--- src/rtl/imm_gen_stage.sv ---
`default_nettype none
// ============================================================================
// Module   : imm_gen_stage
// Brief    : Registered RV32I/RV64I immediate generator with a valid/ready
//            handshake, stall backpressure and flush.
// Revision : 1.0 - initial release
// ============================================================================
module imm_gen_stage #(
    parameter int XLEN       = 32,
    parameter bit SLTIU_ZEXT = 1'b1,
    parameter int PC_W       = 32
) (
    input  logic            clk,
    input  logic            rst,
    input  logic            flush,
    input  logic            in_valid,
    output logic            in_ready,
    input  logic [31:0]     in_instr,
    input  logic [PC_W-1:0] in_pc,
    output logic            out_valid,
    input  logic            out_ready,
    output logic [XLEN-1:0] out_imm,
    output logic [2:0]      out_fmt,
    output logic [31:0]     out_instr,
    output logic [PC_W-1:0] out_pc
);

    localparam logic [6:0] c_OP_LUI    = 7'b0110111;
    localparam logic [6:0] c_OP_AUIPC  = 7'b0010111;
    localparam logic [6:0] c_OP_JAL    = 7'b1101111;
    localparam logic [6:0] c_OP_JALR   = 7'b1100111;
    localparam logic [6:0] c_OP_LOAD   = 7'b0000011;
    localparam logic [6:0] c_OP_IMM    = 7'b0010011;
    localparam logic [6:0] c_OP_IMM32  = 7'b0011011;
    localparam logic [6:0] c_OP_BRANCH = 7'b1100011;
    localparam logic [6:0] c_OP_STORE  = 7'b0100011;

    localparam logic [2:0] c_FMT_NONE  = 3'd0;
    localparam logic [2:0] c_FMT_I     = 3'd1;
    localparam logic [2:0] c_FMT_S     = 3'd2;
    localparam logic [2:0] c_FMT_B     = 3'd3;
    localparam logic [2:0] c_FMT_U     = 3'd4;
    localparam logic [2:0] c_FMT_J     = 3'd5;
    localparam logic [2:0] c_FMT_SHAMT = 3'd6;

    localparam bit c_RV64 = (XLEN == 64);

    generate
        if ((XLEN != 32) && (XLEN != 64)) begin : g_bad_xlen
            $error("imm_gen_stage: XLEN must be 32 or 64");
        end
    endgenerate

    logic [6:0]      w_opcode;
    logic [2:0]      w_funct3;
    logic [XLEN-1:0] w_imm_i;
    logic [XLEN-1:0] w_imm_iz;
    logic [XLEN-1:0] w_imm_s;
    logic [XLEN-1:0] w_imm_b;
    logic [XLEN-1:0] w_imm_u;
    logic [XLEN-1:0] w_imm_j;
    logic [XLEN-1:0] w_shamt5;
    logic [XLEN-1:0] w_shamt6;
    logic [XLEN-1:0] w_shamt_op;
    logic [XLEN-1:0] w_imm;
    logic [2:0]      w_fmt;
    logic            w_in_ready;
    logic            w_load;

    logic            r_valid;
    logic [XLEN-1:0] r_imm;
    logic [2:0]      r_fmt;
    logic [31:0]     r_instr;
    logic [PC_W-1:0] r_pc;

    assign w_opcode = in_instr[6:0];
    assign w_funct3 = in_instr[14:12];

    assign w_imm_i  = {{(XLEN-12){in_instr[31]}}, in_instr[31:20]};
    assign w_imm_iz = {{(XLEN-12){1'b0}}, in_instr[31:20]};
    assign w_imm_s  = {{(XLEN-12){in_instr[31]}}, in_instr[31:25], in_instr[11:7]};
    assign w_imm_b  = {{(XLEN-13){in_instr[31]}}, in_instr[31], in_instr[7],
                       in_instr[30:25], in_instr[11:8], 1'b0};
    assign w_imm_j  = {{(XLEN-21){in_instr[31]}}, in_instr[31], in_instr[19:12],
                       in_instr[20], in_instr[30:21], 1'b0};
    assign w_shamt5 = {{(XLEN-5){1'b0}}, in_instr[24:20]};
    assign w_shamt6 = {{(XLEN-6){1'b0}}, in_instr[25:20]};

    // RV64 widens the OP-IMM shift amount to six bits; OP-IMM-32 stays at five.
    assign w_shamt_op = c_RV64 ? w_shamt6 : w_shamt5;

    generate
        if (XLEN > 32) begin : g_u_ext
            assign w_imm_u = {{(XLEN-32){in_instr[31]}}, in_instr[31:12], 12'b0};
        end else begin : g_u_flat
            assign w_imm_u = {in_instr[31:12], 12'b0};
        end
    endgenerate

    always_comb begin
        w_imm = '0;
        w_fmt = c_FMT_NONE;
        case (w_opcode)
            c_OP_LUI, c_OP_AUIPC: begin
                w_imm = w_imm_u;
                w_fmt = c_FMT_U;
            end
            c_OP_JAL: begin
                w_imm = w_imm_j;
                w_fmt = c_FMT_J;
            end
            c_OP_JALR, c_OP_LOAD: begin
                w_imm = w_imm_i;
                w_fmt = c_FMT_I;
            end
            c_OP_IMM: begin
                case (w_funct3)
                    3'b001, 3'b101: begin
                        w_imm = w_shamt_op;
                        w_fmt = c_FMT_SHAMT;
                    end
                    3'b011: begin
                        w_imm = SLTIU_ZEXT ? w_imm_iz : w_imm_i;
                        w_fmt = c_FMT_I;
                    end
                    default: begin
                        w_imm = w_imm_i;
                        w_fmt = c_FMT_I;
                    end
                endcase
            end
            c_OP_IMM32: begin
                if (c_RV64) begin
                    case (w_funct3)
                        3'b000: begin
                            w_imm = w_imm_i;
                            w_fmt = c_FMT_I;
                        end
                        3'b001, 3'b101: begin
                            w_imm = w_shamt5;
                            w_fmt = c_FMT_SHAMT;
                        end
                        default: begin
                            w_imm = '0;
                            w_fmt = c_FMT_NONE;
                        end
                    endcase
                end
            end
            c_OP_BRANCH: begin
                w_imm = w_imm_b;
                w_fmt = c_FMT_B;
            end
            c_OP_STORE: begin
                w_imm = w_imm_s;
                w_fmt = c_FMT_S;
            end
            default: begin
                w_imm = '0;
                w_fmt = c_FMT_NONE;
            end
        endcase
    end

    assign w_in_ready = !r_valid || out_ready;
    assign w_load     = in_valid && w_in_ready && !flush;

    // Payload only moves on a load, so stalls, drains and flushes keep it stable.
    always_ff @(posedge clk) begin
        if (rst) begin
            r_valid <= 1'b0;
            r_imm   <= '0;
            r_fmt   <= c_FMT_NONE;
            r_instr <= '0;
            r_pc    <= '0;
        end else if (flush) begin
            r_valid <= 1'b0;
        end else if (w_load) begin
            r_valid <= 1'b1;
            r_imm   <= w_imm;
            r_fmt   <= w_fmt;
            r_instr <= in_instr;
            r_pc    <= in_pc;
        end else if (out_ready) begin
            r_valid <= 1'b0;
        end
    end

    assign in_ready  = w_in_ready;
    assign out_valid = r_valid;
    assign out_imm   = r_imm;
    assign out_fmt   = r_fmt;
    assign out_instr = r_instr;
    assign out_pc    = r_pc;

endmodule
`default_nettype wire

--- config.mk ---
export PLATFORM = sky130hd
export DESIGN_NAME = imm_gen_stage
export DESIGN_NICKNAME = d
export VERILOG_FILES = /design/src/rtl/imm_gen_stage.sv
export SDC_FILE = /design/constraint.sdc
export NUM_CORES = 1
export LEC_CHECK = 0
export ABC_CLOCK_PERIOD_IN_PS = 3430
export CAP_MARGIN = 20
export CORE_ASPECT_RATIO = 0.6
export CORE_MARGIN = 2
export CORE_UTILIZATION = 45
export CTS_CLUSTER_SIZE = 28
export DETAILED_ROUTE_END_ITERATION = 6
export PLACE_DENSITY = 0.95
export REMOVE_ABC_BUFFERS = 1
export SKIP_CTS_REPAIR_TIMING = 1
export SYNTH_ARGS = -nofsm -noshare
export SYNTH_HDL_FRONTEND = slang
export SYNTH_SLANG_ARGS = --single-unit
--- constraint.sdc ---
create_clock -name clk -period 3.43 [get_ports clk]
set_input_delay 0.5145 -clock clk [delete_from_list [all_inputs] [get_ports clk]]
set_output_delay 0.5145 -clock clk [all_outputs]
set_load 0.03 [all_outputs]
# Word level (Yosys, flattened, before mapping)
# Index checks and enable logic that the tools add are counted.
[totals] wordCells=34 regBits=100 output_inout_bits=101
[classes] mux=6 n_bitwise=1 eq_ne=11 reduce_logical=11
[ops] cell="$pmux 32 s6" n=1
[ops] cell="$pmux 32 s2" n=1
[ops] cell="$eq 7x7->1 const B" n=3
[ops] cell="$pmux 3 s6" n=1
[ops] cell="$eq 7x5->1 const B" n=2
[ops] cell="$eq 7x6->1 const B" n=2
[ops] cell="$reduce_or 2->1" n=4
[ops] cell="$eq 7x2->1 const B" n=1
[ops] cell="$eq 3x1->1 const B" n=1
[ops] cell="$eq 3x2->1 const B" n=1
[ops] cell="$eq 3x3->1 const B" n=1
[ops] cell="$mux 3" n=1
[ops] cell="$logic_and 1x1->1" n=2
[ops] cell="$logic_not 1->1" n=2
[ops] cell="$mux 1" n=2
[ops] cell="$reduce_and 2->1" n=1
[ops] cell="$reduce_bool 2->1" n=1
[ops] cell="$logic_or 1x1->1" n=1
[ops] cell="$not 1->1" n=1

# Logic depth before layout (Yosys ltp)
[logic_depth] depth_word=5 depth_mapped=8 mapped_depth_nobuf=5

# Worst setup path before layout
# Ideal clock, no wire load.
[synth_timing] kind="input port to flip-flop" start="in out_ready" end="reg r_imm[31] (netlist: out_imm[31])" arrival_time_ps=1852 required_time_ps=3343 slack_ps=1491 cell_stages=7 setup_time_ps=87 path_cell_list="nand2b_1 -> and2_1 -> clkbuf_1 -> nor2_2 -> clkbuf_1 -> nand2_1 -> o31ai_1"
[synth_between] elab_chain_len=4
[synth_rtl] item="start: declaration" line_no="21" rtl="input logic out_ready,"
[synth_rtl] item="$logic_or 1x1->1" line_no="165" rtl="assign w_in_ready = !r_valid || out_ready;"
[synth_rtl] item="$logic_and 1x1->1 (2 in a row)" line_no="166" rtl="assign w_load = in_valid && w_in_ready && !flush;"
[synth_rtl] item="$reduce_and 2->1 (no line)"
[synth_rtl] item="end signal: assignment" line_no="180" rtl="r_imm <= w_imm;"
[synth_rtl] item="end: declaration" line_no="71" rtl="logic [XLEN-1:0] r_imm;"
# Every way passes these cells.
# A chain may end at the register's enable or synchronous reset.

# Final worst setup path
[layout_timing] start="in in_instr[0]" end="reg r_imm[20] (netlist: out_imm[20])"
[layout_between] elab_chain_len=3
[layout_rtl] item="start: declaration" line_no="18" rtl="input logic [31:0] in_instr,"
[layout_rtl] item="$eq 7x7->1 (tied with other cells)" line_no="103" rtl="case (w_opcode)"
[layout_rtl] item="$reduce_or 2->1" line_no="103"
[layout_rtl] item="$pmux 32 s6 (*)" line_no="103"
# Mark *: on every way between the ends. The rest lies on a longest branch, timed or not.

==> results.md <==
* Status: completed
* Commonest cells in the netlist: nand2_1, dfxtp_1, a21oi_1
* Setup TNS at 0 ns
* Endpoints failing hold at 0
* Post-synth EDFFs at 0
* Cell row count at 26
* Via density at a little over 5
* Power density cells at between 400 and 500 nW/um^2
* Non-filler cells, final at 741
* Worst Path Arrival at 2.69 ns
* I/O pin cnt at 170
* Share of post-route cells with drive strength above 1 at roughly 8%
* CTS Root Cell: clkbuf_16
* Largest net degree at the start of global routing at 83
* Top FF cell, synth: dfxtp_1
* Vias in the first global route at 3586
* Core ar. at approximately 8500 um^2
* Clk slew on worst S/H paths at 0.06 ns
* CTS sink count at 100
* # setup viols final at 0
* Area Growth Syn to Fin at 50.39%
* First-pass GRT wire length at approximately 17000 um
* Port buffer count at 169
* GRT Overall Usage at between 20% and 30%
* Number of synthesized register bits at 100
* Routed len/inst at 15.29 um
* Distinct cells, synth at 37
* Most frequent cell after synthesis: nand2_1
* Synth top area cells: dfxtp_1, nand2_1, a21oi_1
* Hpwl dp at between 8000 and 9000 um
* Placed cell count at about 730
* Leading area contributor after synthesis: dfxtp_1
* Slew @ Worst Pin at ~0.8 ns
* Post-layout min period at approximately 2.5 ns
* Worst EP required at approximately 3.6 ns
* Post-synth top area share at around half
* CTS HTree Levels at 3
* ANT nets after route at 0
* Async S/R FF share, synth at 0%
* Synthesized instance count at around 480
* Leak Pwr at between 2 and 2.5 nW
* DRC at 0
* N_diodes at 0
* Nets at 694
* Total wire length at between 10000 and 15000 um
* Period utilization at around three quarters
* Mapped Area at 3889 um^2
* DR iter-0 viols at between 150 and 200
* Antenna violations before repair at 0
* RSZ-0062 raised after global routing: no
* Fillers at 636
* Inserted Clock Buffers at 9
* # Max-Cap Violations at 0
* Fmax at a little under 0.4 GHz
* Comb power frac at roughly 15%
* Skew final at ~0.005 ns
* Vias at ~3800
* Rel. slew slack at between 40% and 50%
* CP cell instances: clkdlybuf4s50_1 > and3b_1 > and4b_2 > or2_4 > o2111ai_2 > o21ai_0
* Die W at 124.0 um
* CP Launch Type: input pin
* Syn Area/Cell at 8.135 um^2
* Critical Path Slowest Stage Cell: o2111ai_2
* Worst vdd ir at about 380 uV
* Final slew viol count at 0
* Worst hold path type: reg -> reg
* FF-to-FF path depth at 6
* Crit. End Element: flip-flop
* Largest stage delay on the critical path at 0.63 ns
* Register area share after synthesis at between 50% and 60%
* Maximum root-to-sink buffer count at 2
* Die Ht at between 70 and 80 um
* Final Wtd Congestion at roughly 0.87
* CP max FO at 13
* Yosys warning count at 0
* Clock Latency Late Sink at between 0.3 and 0.4 ns
* Die area at 9425 um^2
* Clock power share at a little over a third
* Length of the first detailed-routing pass in iterations at 4
* Sw Ratio at between 20% and 30%
* Initial Util at 45.98%
* CP Class: in -> reg
* Grt ovf at 0
* Hold path depth at 2
* Register share of total power at between 40% and 50%
* NetSw at between 0.0006 and 0.0007 W
* Pint at 0.001848 W
* CTS tree: built
==> power groups by stage <==
| stage | sequential [W] | clock [W] | combinational [W] |
|---|---|---|---|
| floorplan | 0.00131 | 0 | 0.0000840 |
| global placement | 0.00124 | 0 | 0.000360 |
| detailed placement | 0.00124 | 0 | 0.000366 |
| CTS | 0.00122 | 0.000934 | 0.000369 |
| global route | 0.00122 | 0.000987 | 0.000393 |
| finish | 0.00122 | 0.000913 | 0.000367 |
==> path summary, 6_finish.rpt <==
kind,from,to,slack [ns]
max,in_instr[0],out_imm[20]$_SDFFE_PP0P_,0.92
min,out_instr[26]$_SDFFE_PP0P_,out_instr[26]$_SDFFE_PP0P_,0.45
max reg2reg,out_valid$_SDFFE_PP0P_,out_imm[25]$_SDFFE_PP0P_,1.74
min reg2reg,out_instr[26]$_SDFFE_PP0P_,out_instr[26]$_SDFFE_PP0P_,0.45
==> per-stage QoR <==
step                utilization (%)  setup slack [ns]  power [W]  hold slack [ns]  cell area (um^2)
global route                  69.14            0.8018   0.002600           0.4708              5848
floorplan                         -            0.2481   0.001398           0.5743              3712
detailed placement            65.98            0.6138   0.001610           0.4455              5580
global placement              65.98            0.6748   0.001600           0.4389              5580
CTS                           69.14            0.9599   0.002519           0.4547              5848
finish                        69.14            0.9166   0.002497           0.4538              5848
==> cell type report <==
type	instances	area, um^2	area share, %
multi-input cells	340	1707	29.18
clock buffers	9	225.2	3.851
flip-flops and latches	100	2002	34.23
well taps	112	140.1	2.396
inverters	2	7.507	0.1284
clock inverters	6	42.54	0.7274
repair buffers	172	1724	29.48
==> state kept, by name (all words and copies together) (netlist names) <==
signal	flops
out_imm	32
out_fmt	3
out_valid	1
out_pc	32
out_instr	32
==> critical path: cells and delay by family <==
family	cells	cell delay, ns
buf+inv	1	0.50
compound gates	2	0.82
simple gates	3	0.85
==> logic make-up after synthesis <==
family | count (synthesis) | synth area share [%]
AND/OR/NAND/NOR | 202 | 22.55
AO/OA/AOI/OAI | 138 | 21.24
flip-flops | 100 | 51.48
buffers and inverters | 38 | 4.730
==> routing by layer <==
layer	GRT usage [%]	wire length, um	vias up
met5	0	0	-
met4	6.854	201	0
met3	9.356	1145	16
met2	38.30	5162	157
met1	28.54	4824	1769
li1	-	-	1905
==> cells in the final DEF, fill, tap and decap left out, types with 9 or more instances in the layout <==
cell type and n:
a21oi_1 93, clkbuf_16 9, o21ai_0 10, and3_1 12, nand2_1 156, dfxtp_1 100, nand3_1 9, o21ai_2 20
clkdlybuf4s50_1 168
Note: power is estimated with default switching activity, not from simulation.
